**src/rtl/dphy_rx_pkg.sv**
```systemverilog
// Shared constants for the D-PHY data lane receiver: FSM state codes,
// the HS sync byte and the LP line-state codes.
package dphy_rx_pkg;

    localparam logic [2:0] ST_STOP        = 3'd0;
    localparam logic [2:0] ST_HS_RQST     = 3'd1;
    localparam logic [2:0] ST_SYNC_SEARCH = 3'd2;
    localparam logic [2:0] ST_HS_DATA     = 3'd3;
    localparam logic [2:0] ST_FLUSH       = 3'd4;
    localparam logic [2:0] ST_WAIT_STOP   = 3'd5;

    localparam logic [7:0] SYNC_BYTE = 8'hB8;

    // LP codes are {LP-Dp, LP-Dn}
    localparam logic [1:0] LP_11 = 2'b11;
    localparam logic [1:0] LP_01 = 2'b01;
    localparam logic [1:0] LP_00 = 2'b00;
    localparam logic [1:0] LP_10 = 2'b10;

endpackage

```
**src/rtl/dphy_rx_aligner.sv**
```systemverilog
// Byte aligner: finds the sync byte at any bit offset in a two-byte window
// and, once locked, presents the payload byte at that offset every cycle.
module dphy_rx_aligner
    import dphy_rx_pkg::*;
(
    input  logic       clk,
    input  logic       rst,
    input  logic [7:0] hs_byte_in,
    input  logic       search,
    output logic       found,
    output logic [7:0] aligned
);

    logic [7:0]  prev;
    logic [2:0]  k;
    logic [2:0]  hit_k;
    logic [15:0] window;

    // Bit 0 is earliest on the wire, so the previous byte forms the low half.
    assign window  = {hs_byte_in, prev};
    assign aligned = window[k +: 8];

    always_comb begin
        // NOTE: defaults first so no path leaves a signal unassigned (no latch).
        found = 1'b0;
        hit_k = '0;
        // Descending scan: the last assignment is the lowest matching offset.
        for (int i = 7; i >= 0; i--) begin
            if (window[i +: 8] == SYNC_BYTE) begin
                found = 1'b1;
                hit_k = 3'(i);
            end
        end
    end

    // NOTE: state registers use non-blocking assignments only.
    always_ff @(posedge clk or posedge rst) begin
        if (rst) begin
            prev <= '0;
            k    <= '0;
        end else begin
            prev <= hs_byte_in;
            if (search && found)
                k <= hit_k;
        end
    end

endmodule

```
**src/rtl/dphy_lane_receiver.sv**
```systemverilog
// D-PHY data lane receiver: LP start/stop sequencing, sync lock, trail
// dropping delay line and burst framing of the aligned payload bytes.
module dphy_lane_receiver
    import dphy_rx_pkg::*;
#(
    parameter int SYNC_TIMEOUT = 16,
    parameter int TRAIL_DROP   = 2
) (
    input  logic       clk,
    input  logic       rst,
    input  logic [1:0] lp_in,
    input  logic [7:0] hs_byte_in,
    output logic       hs_enable_out,
    output logic [7:0] rx_data_out,
    output logic       rx_valid_out,
    output logic       rx_sop_out,
    output logic       rx_eop_out,
    output logic       err_sot_out,
    output logic       err_sync_out,
    output logic       err_eot_out
);

    localparam int DEPTH  = TRAIL_DROP + 1;
    localparam int LINE_W = $clog2(DEPTH + 1);
    localparam int CNT_W  = $clog2(SYNC_TIMEOUT + 1);

    logic [1:0]        lp_meta;
    logic [1:0]        lp_s;
    logic [2:0]        state;
    logic [2:0]        state_next;
    logic              found;
    logic [7:0]        aligned;
    logic [CNT_W-1:0]  sync_cnt;
    logic [LINE_W-1:0] line_cnt;
    logic [7:0]        line [DEPTH];
    logic              sop_pending;
    logic              push;
    logic              line_full;
    logic              timeout;

    dphy_rx_aligner u_aligner (
        .clk        (clk),
        .rst        (rst),
        .hs_byte_in (hs_byte_in),
        .search     (state == ST_SYNC_SEARCH),
        .found      (found),
        .aligned    (aligned)
    );

    // Line idles at LP-11, so the synchronizer resets to that code.
    always_ff @(posedge clk or posedge rst) begin
        if (rst) begin
            lp_meta <= LP_11;
            lp_s    <= LP_11;
        end else begin
            lp_meta <= lp_in;
            lp_s    <= lp_meta;
        end
    end

    assign hs_enable_out = (state == ST_SYNC_SEARCH) || (state == ST_HS_DATA);
    assign push          = (state == ST_HS_DATA) && (lp_s != LP_11);
    assign line_full     = (line_cnt == LINE_W'(DEPTH));
    assign timeout       = (sync_cnt == CNT_W'(SYNC_TIMEOUT - 1));

    always_comb begin
        state_next = state;
        case (state)
            ST_STOP:        if (lp_s == LP_01) state_next = ST_HS_RQST;
            ST_HS_RQST: begin
                case (lp_s)
                    LP_00:   state_next = ST_SYNC_SEARCH;
                    LP_11:   state_next = ST_STOP;
                    LP_10:   state_next = ST_WAIT_STOP;
                    default: state_next = ST_HS_RQST;
                endcase
            end
            ST_SYNC_SEARCH: begin
                if (lp_s == LP_11)  state_next = ST_STOP;
                else if (found)     state_next = ST_HS_DATA;
                else if (timeout)   state_next = ST_WAIT_STOP;
            end
            ST_HS_DATA:     if (lp_s == LP_11) state_next = ST_FLUSH;
            ST_FLUSH:       state_next = ST_STOP;
            ST_WAIT_STOP:   if (lp_s == LP_11) state_next = ST_STOP;
            default:        state_next = ST_STOP;
        endcase
    end

    // NOTE: the delay line payload is not reset; line_cnt alone defines emptiness.
    always_ff @(posedge clk) begin
        if (push) begin
            line[0] <= aligned;
            for (int i = 1; i < DEPTH; i++)
                line[i] <= line[i-1];
        end
    end

    always_ff @(posedge clk or posedge rst) begin
        if (rst) begin
            state        <= ST_STOP;
            sync_cnt     <= '0;
            line_cnt     <= '0;
            sop_pending  <= 1'b1;
            rx_data_out  <= '0;
            rx_valid_out <= 1'b0;
            rx_sop_out   <= 1'b0;
            rx_eop_out   <= 1'b0;
            err_sot_out  <= 1'b0;
            err_sync_out <= 1'b0;
            err_eot_out  <= 1'b0;
        end else begin
            state        <= state_next;
            rx_valid_out <= 1'b0;
            rx_sop_out   <= 1'b0;
            rx_eop_out   <= 1'b0;
            err_sot_out  <= 1'b0;
            err_sync_out <= 1'b0;
            err_eot_out  <= 1'b0;
            sync_cnt     <= (state == ST_SYNC_SEARCH) ? sync_cnt + 1'b1 : '0;
            case (state)
                ST_STOP: begin
                    line_cnt    <= '0;
                    sop_pending <= 1'b1;
                end
                ST_HS_RQST:
                    if (lp_s == LP_10) err_sot_out <= 1'b1;
                ST_SYNC_SEARCH:
                    if (lp_s == LP_11 || (!found && timeout)) err_sync_out <= 1'b1;
                ST_HS_DATA: begin
                    // A push into a full line retires the oldest byte.
                    if (push && line_full) begin
                        rx_data_out  <= line[DEPTH-1];
                        rx_valid_out <= 1'b1;
                        rx_sop_out   <= sop_pending;
                        sop_pending  <= 1'b0;
                    end else if (push) begin
                        line_cnt <= line_cnt + 1'b1;
                    end
                end
                ST_FLUSH: begin
                    // Only the oldest entry is payload; the newer ones are trail.
                    if (line_full) begin
                        rx_data_out  <= line[DEPTH-1];
                        rx_valid_out <= 1'b1;
                        rx_sop_out   <= sop_pending;
                        rx_eop_out   <= 1'b1;
                    end else begin
                        err_eot_out <= 1'b1;
                    end
                    line_cnt    <= '0;
                    sop_pending <= 1'b1;
                end
                default: ;
            endcase
        end
    end

endmodule

```
**config.mk**
```make
export PLATFORM = sky130hd
export DESIGN_NAME = dphy_lane_receiver
export DESIGN_NICKNAME = d
export VERILOG_FILES = /design/src/rtl/dphy_rx_pkg.sv /design/src/rtl/dphy_rx_aligner.sv /design/src/rtl/dphy_lane_receiver.sv
export SDC_FILE = /design/constraint.sdc
export NUM_CORES = 1
export LEC_CHECK = 0
export ABC_AREA = 1
export BUFFER_PORTS_ARGS = -buffer_cell sky130_fd_sc_hd__buf_2
export CELL_PAD_IN_SITES_DETAIL_PLACEMENT = 1
export CELL_PAD_IN_SITES_GLOBAL_PLACEMENT = 1
export CORE_MARGIN = 4
export CORE_UTILIZATION = 49
export DETAILED_ROUTE_END_ITERATION = 8
export PLACE_DENSITY_LB_ADDON = 0.2
export SLEW_MARGIN = 5
export SYNTH_ARGS = -nofsm -noshare
export SYNTH_HDL_FRONTEND = slang
export SYNTH_HIERARCHICAL = 1
export SYNTH_SLANG_ARGS = --single-unit
```
**constraint.sdc**
```tcl
create_clock -name clk -period 2.9 [get_ports clk]
set_input_delay 0.145 -clock clk [delete_from_list [all_inputs] [get_ports clk]]
set_output_delay 0.145 -clock clk [all_outputs]
set_load 0.01 [all_outputs]
```
[After elaboration in Yosys (flattened, before gate mapping)]
Memories as Yosys holds them, arrays and structs flattened.
Index checks and enable logic that the tools add are counted.
Word-level totals
  memories: 1
  output and inout bits: 15
  bits in writable memories: 24
  memory bits (read-only): 0
  register bits: 40
  input port bits: 12
  latch bits: 0
Operators by class
  bitwise logic cells: 0
  divide/modulo/power cells: 0
  equality and inequality tests: 27
  reduce and logical (&&, ||, !) cells: 16
  $lt $le $gt $ge: 0
  shift-type cells: 1
  multipliers: 0
  multiplexer cells: 48
  add/sub/neg operators: 2
Memory list
  line: words 3, bits a word 8, rd ports 3, clocked after Yosys merged registers in 0, wr ports 3, RTL line dphy_lane_receiver.sv:35  | logic [7:0] line [DEPTH];
Operator list (count)
  8-bit equality test, second input constant: 8
  3-bit two-way mux: 14
  1-bit two-way mux: 22
  8-bit two-way mux: 2
  8-bit one-hot mux with 2 select lines: 1
  16-bit by 4-bit variable part select with 8-bit output: 1
  3-bit one-hot mux with 5 select lines: 1
  2-bit != test, second input constant: 6
  3-bit one-hot mux with 3 select lines: 1
  2-bit equality test, second input constant: 3
  3-bit by 2-bit equality test with 1-bit output, second input constant: 2
  3-bit equality test, second input constant: 2
  1-bit one-hot mux with 2 select lines: 3
  3-bit AND reduction: 2
  5-bit by 1-bit adder with 5-bit output, second input constant: 1
  5-bit by 4-bit equality test with 1-bit output, second input constant: 1
  5-bit two-way mux: 1
  1-bit logical AND: 4
  2-bit two-way mux: 2
  2-bit by 1-bit != test with 1-bit output, second input constant: 2
  4-bit != test, second input constant: 1
  2-bit one-hot mux with 2 select lines: 1
  4-bit AND reduction: 1
  2-bit nonzero test: 2
  other kinds (9): 10

[Longest topological paths before layout]
Gate-level depths: netlist of the first run.
  depth after elaboration: 14
  gate-level depth with buffers: 12
  depth with buffers taken out: 12

[Modules after synthesis]
Netlist of the first run, hierarchy kept.
By module, submodules not included
  dphy_lane_receiver: area each 2005.7 um2, times used 1, cells each 158, seq. area each 1452.6 um2
  dphy_rx_aligner: area each 1002.2 um2, times used 1, cells each 168, seq. area each 275.3 um2

[Worst setup path after synthesis of the first run]
OpenSTA, ideal clock, no wires.
  kind: register -> register
  start point: register lp_s[0]
  end point: register rx_data_out[0]
  buffers on the path: 1
  slack: 971 ps
  data required time: 2783 ps
  arrival time: 1812 ps
  period minus slack after synthesis: 1929 ps
  stages on the path, launching flop included: 7
  cell sequence: dfstp_2 > ha_1 > nor3_4 > nand2_2 > buf_6 > nand3_1 > nand2_1
On the way
  cells in the longest elaborated chain, start to end: 5
RTL lines
  start, declared: RTL line dphy_lane_receiver.sv:28  | logic [1:0] lp_s;
  start signal, assigned: RTL line dphy_lane_receiver.sv:57  | lp_s <= lp_meta;
  2-bit != test: RTL line dphy_lane_receiver.sv:62  | assign push = (state == ST_HS_DATA) && (lp_s != LP_11);
  1-bit logical AND: RTL line dphy_lane_receiver.sv:62
  named net push: RTL line dphy_lane_receiver.sv:37  | logic push;
  1-bit logical AND: RTL line dphy_lane_receiver.sv:132  | if (push && line_full) begin
  2-bit by 1-bit != test with 1-bit output (no line)
  3-bit AND reduction (no line)
  end signal, assigned: RTL line dphy_lane_receiver.sv:133  | rx_data_out <= line[DEPTH-1];
  end signal, assigned: RTL line dphy_lane_receiver.sv:144  | rx_data_out <= line[DEPTH-1];
  end, declared: RTL line dphy_lane_receiver.sv:14  | output logic [7:0] rx_data_out,
The timed path passes the listed nets, and every way through them passes these cells.
A chain may end at the register's enable or synchronous reset.

[Worst setup path after layout of the first run]
  start point: register lp_s[0]
  end point: register rx_data_out[1]
Same word-level chain as after synthesis.

==> results of run 1 <==
-- worst paths after layout --
check	startpoint	endpoint	slack [ps]	depth (start not counted)
worst max-delay path	lp_s[0]	rx_data_out[1]	990	7
worst min-delay path	rst	u_aligner/prev[7]	360	3
worst max register to register	lp_s[0]	rx_data_out[1]	990	7
worst min register to register	lp_meta[1]	lp_s[1]	360	0
max in group asynchronous	rst	rx_data_out[1]	1610	3
min in group clk	lp_meta[1]	lp_s[1]	360	0
-- logic make-up after synthesis --
kind of cell | after synthesis | synth area share, %
compound gates | 43 | 7.74
fa+ha+maj | 7 | 2.91
buf+inv | 42 | 6.45
flops | 64 | 57.4
mux | 2 | 0.666
simple gates | 168 | 24.8
-- state kept, by name (all words and copies together) (netlist names), 2 cells and up --
register / flops
lp_meta: 2
line_cnt: 2
rx_data_out: 8
sync_cnt: 5
state: 3
u_aligner/k: 3
line: 24
lp_s: 2
u_aligner/prev: 8
-- Yosys cell counts (all sizes together) --
cell type	n
dfrtp	35
buf	7
ha	7
a31oi	1
nand4	4
o211ai	3
o21a	1
a21boi	1
nand3	17
o21ai	32
dfstp	5
mux2i	2
inv	35
nand3b	1
nand2	108
nor2	33
edfxtp	24
nor3	5
a21oi	5
-- power groups by stage --
stage	combinational [mW]	clock (mW)	sequential [mW]
2_1_floorplan	0.278	0	1.12
3_3_place_gp	0.357	0	1.14
3_5_place_dp	0.379	0	1.15
4_1_cts	0.391	0.827	1.13
5_1_grt	0.449	0.879	1.14
6_report	0.387	0.807	1.13
-- worst min-delay path, delay by kind of cell --
| kind | cells | cell delay, ps |
|---|---|---|
| buffers and inverters | 3 | 980 |
-- stage by stage --
stage / hold WS [ps] / cells / setup slack, ps / utilization, % / power (mW)
after floorplan: -2.56 / 326 / 971 / - / 1.40
after global placement: 180 / 421 / 1110 / 53.3 / 1.49
after detailed placement: 185 / 421 / 977 / 53.3 / 1.52
after CTS: 6.44 / 446 / 952 / 58.5 / 2.35
after global routing: 367 / 448 / 781 / 58.8 / 2.47
final: 360 / 448 / 986 / 58.8 / 2.32
-- layout make-up --
type,count,share of cell area [%]
repair buffers,38,7.07
well taps,75,2.68
multi-input cells,220,31.0
clock inverters,2,1.00
flip-flops and latches,64,49.3
inverters,35,3.75
clock buffers,14,5.21
-- metal layers --
metal	vias to the layer above	GRT usage, %	routed length (um)
li1	1145	-	-
met1	1149	22.1	2750
met2	41	37.5	3660
met3	10	5.42	242
met4	0	6.94	104
met5	-	0	0
==> metrics.cfg, run 1 <==
[outcome]
status = complete, no violations

[timing]
finalMaxSlewViolations = 0
hold_viol = 0
max_freq_mhz = 522
clock_skew_ps = 9.18
max_slew_margin_pct = 28.3
min_period_ps = 1910
rsz0062_at_grt = false
tightest_slew_ps = 1070
setup_viol = 0
totalNegativeSetupSlack_ps = 0
post-route-period-util_pct = 66.0

[clock_network]
cts_setup_buffers = 0
cts_root_buf = clkbuf_8
clock_latency_ps = 330
clockBufferDepth = 2
cts_tree = done
clkTransAtPathRegs_ps = 70
ctsHoldBuffers = 9
htree_num_levels = 3
numCtsBuffers = 9
cts_resized = 0
cts_sinks = 64

[final_layout]
multi_input_area_mm2 = 0.00109
fin_nets = 387
regArea_mm2 = 0.00173
diodes = 0
drive_gt1_share_pct = 19.3
final_cell_mix = nand2_1, dfrtp_1, nor2_1, o21ai_0, inv_1
num-fill-cells = 710
area_growth_pct = 16.5
design_area_mm2 = 0.00350
layout_commonest_cell = nand2_1

[yosys]
ys_seq_area_share_pct = 57.4
syn-num-nets = 345
synth_cell_types = 27
syn_avg_cell_area_um2 = 9.23
synth-warning-count = 6
yosysTopAreaCell = dfrtp_1
synth_top_area_share_pct = 29.1
synthCells = 326
ys_ff_latch = 64
ys_top_cells_by_area = dfrtp_1, edfxtp_1, nand2_1
synth_area_mm2 = 0.00301

[power_and_ir_drop]
swShare_pct = 28.1
p_sw_mw = 0.653
vdd_drop_max_mv = 0.363
seq_power_share_pct = 48.6
p_per_area_mw_per_mm2 = 662
combPwrFrac_pct = 16.7
p_int_mw = 1.67
p_leak_nw = 1.68
p_clk_share_pct = 34.8

[worst_setup_path]
startpoint_type = register
crit_chain = ha_1 -> nor3_4 -> buf_4 -> nand2_2 -> nand2_2 -> nand2_1 -> nand2_1
path_class = register to register
critPathSlowestCell = dfstp_2
cp_num_buf_inv = 1
cp.arrival_ps = 2180
cp_top_family = simple AND/OR/NAND/NOR gates
required_ps = 3160
cpPeakStageDelay_ps = 380
cp-end-kind = register
path_max_fanout = 29

[floorplanning]
core_area_mm2 = 0.00596
die_x_um = 86.4
initial_core_util_pct = 50.5
ios = 27
fp-row-count = 28
dieArea_mm2 = 0.00746
fp.dieH_um = 86.4

[global_routing]
grt_remaining_overflow = 0
grt_pass1_vias = 2510
grt_use_total_pct = 20.2
antenna_found_initial = 0
grt_max_degree = 30
grt_pass1_wl_mm = 11.7

[detailed_routing]
totalWireLength_mm = 6.76
wl_per_cell_um = 15.1
via_count = 2345
viasPerCell = 5.23
drc_errors = 0
ant_nets = 0
dr.pass1.iters = 4
drt_iter0_drc = 98

[hold_path]
min_path_type = input pin to asynchronous set/reset pin

[placement]
dp.final_hpwl_mm = 4.88
place_area_mm2 = 0.00318
portBuffers = 26
gp_congestion = 0.812

[job]
maxCapViolations = 0

No activity file was read; power rests on OpenSTA's default activity.
==> inputs of run 2 (changes only) <==
- CORE_UTILIZATION: 49 -> 45
- clock period: 2.9 -> 1.9 ns (I/O delays scaled with it)
==> run 2 against run 1 <==
Effect of this change:
- clock power is 46% higher
- combinational power increased by 61%
- wire length rose by 2.8%
- hold slack worse by 44 ps
- first-iteration DRC count up 2.0%
- clock skew up 2.8 ps
- sequential share of layout area shrank 0.25 points
- sequential cell count unchanged
- critical path depth decreased by 2
- count of clock-buffer cells in the layout fell by 5
- non-clock buffer count up 4
- highest routed layer unchanged
==> metrics.cfg, run 2 (synthesis results as in run 1) <==
[hold_path]
min_path_type = input pin to asynchronous set/reset pin

[global_routing]
grt_max_degree = 25
grt_remaining_overflow = 0
grt_pass1_wl_mm = 11.8
grt_use_total_pct = 18.5
grt_pass1_vias = 2418
antenna_found_initial = 0

[placement]
portBuffers = 26
dp_slack_ps = 207
dpl.cell_count = 427
dp.final_hpwl_mm = 5.04
place_area_mm2 = 0.00321
gp_congestion = 0.838

[outcome]
status = complete, no violations

[floorplanning]
fp.dieH_um = 89.8
core_area_mm2 = 0.00642
dieArea_mm2 = 0.00806
initial_core_util_pct = 46.8
fp-row-count = 29
ios = 27
die_x_um = 89.8

[clock_network]
clock_latency_ps = 340
clockBufferDepth = 2
cts_tree = done
clkTransAtPathRegs_ps = 80
cts_root_buf = clkbuf_8
cts_setup_buffers = 0
ctsHoldBuffers = 11
cts_sinks = 64
cts_resized = 0
numCtsBuffers = 9
htree_num_levels = 3

[worst_setup_path]
crit_chain = buf_4 -> o21ai_0 -> o21ai_0 -> nor2_1 -> nor2_1
critPathSlowestCell = dfrtp_1
cp-end-kind = register
cpPeakStageDelay_ps = 570
required_ps = 2000
path_max_fanout = 19
cp_top_family = flip-flops
startpoint_type = register
path_class = register to register
cp_num_buf_inv = 1
cp.arrival_ps = 1830

[final_layout]
top_register = line
layout_commonest_cell = nand2_1
area_growth_pct = 17.1
design_area_mm2 = 0.00352
fin_nets = 391
multi_input_area_mm2 = 0.00109
diodes = 0
drive_gt1_share_pct = 20.4
num-fill-cells = 775
fin_util_pct = 54.8
final_cell_mix = nand2_1, dfrtp_1, nor2_1, o21ai_0, inv_1
finalNonFillerCells = 454
largest_reg_flops = 24
regArea_mm2 = 0.00173
reg.largest.list = line (24), rx_data_out (8), u_aligner/prev (8)

[detailed_routing]
dr.pass1.iters = 4
totalWireLength_mm = 6.94
drt_iter0_drc = 100
wl_per_cell_um = 15.3
via_count = 2280
drc_errors = 0
viasPerCell = 5.02
ant_nets = 0

[timing]
max_freq_mhz = 581
finalMaxSlewViolations = 0
clock_skew_ps = 11.9
post-route-period-util_pct = 90.6
tightest_slew_ps = 496
min_period_ps = 1720
setup_viol = 0
hold_viol = 0
whs_ps = 316
max_slew_margin_pct = 67.0
totalNegativeSetupSlack_ps = 0
setup_ws_ps = 178
rsz0062_at_grt = false

[job]
maxCapViolations = 0

[power_and_ir_drop]
p_per_area_mw_per_mm2 = 999
fin_total_pwr_mw = 3.52
p_leak_nw = 1.68
vdd_drop_max_mv = 0.452

[run 2: changes by cell type in the layout (fill, tap and decap cells not counted), sizes merged]
cell and change:
clkbuf -5, buf +4, clkinvlp +3, inv +2
[run 2: cell type report]
class                           instances  share of cell area (%)
Inverter                               35                    3.73
Sequential cell                        64                    49.1
Clock buffer                            9                    3.52
Tap cell                               77                    2.74
Timing Repair Buffer                   42                    7.89
Multi-Input combinational cell        220                    30.8
Clock inverter                          7                    2.24
[run 2: layer usage]
metal	global-route usage (%)	up-vias	wire length, um
met4	4.73	0	73
met1	22.4	1086	3010
met5	0	-	0
met3	5.18	8	233
met2	32.6	37	3620
li1	-	1149	-
[run 2: path summary, 6_finish.rpt]
path / from / end / slack [ps] / cells after the start
max in group asynchronous: rst / sop_pending / 920 / 4
worst max register to register: u_aligner/k[0] / line[0][5] / 180 / 5
worst min-delay path: rst / sync_cnt[2] / 320 / 3
worst min register to register: lp_meta[1] / lp_s[1] / 360 / 0
worst max-delay path: u_aligner/k[0] / line[0][5] / 180 / 5
min in group clk: lp_meta[1] / lp_s[1] / 360 / 0
[run 2: tightest hold or removal path: stages]
cell and delay [ps]:
dlygate4sd3_1 540, buf_2 130, inv_1 310
[run 2: report_power, final]
part           switching, mW  internal (mW)  leakage, nW
logic                  0.423          0.201        0.850
registers              0.104           1.61        0.736
clock network          0.566          0.616       0.0925
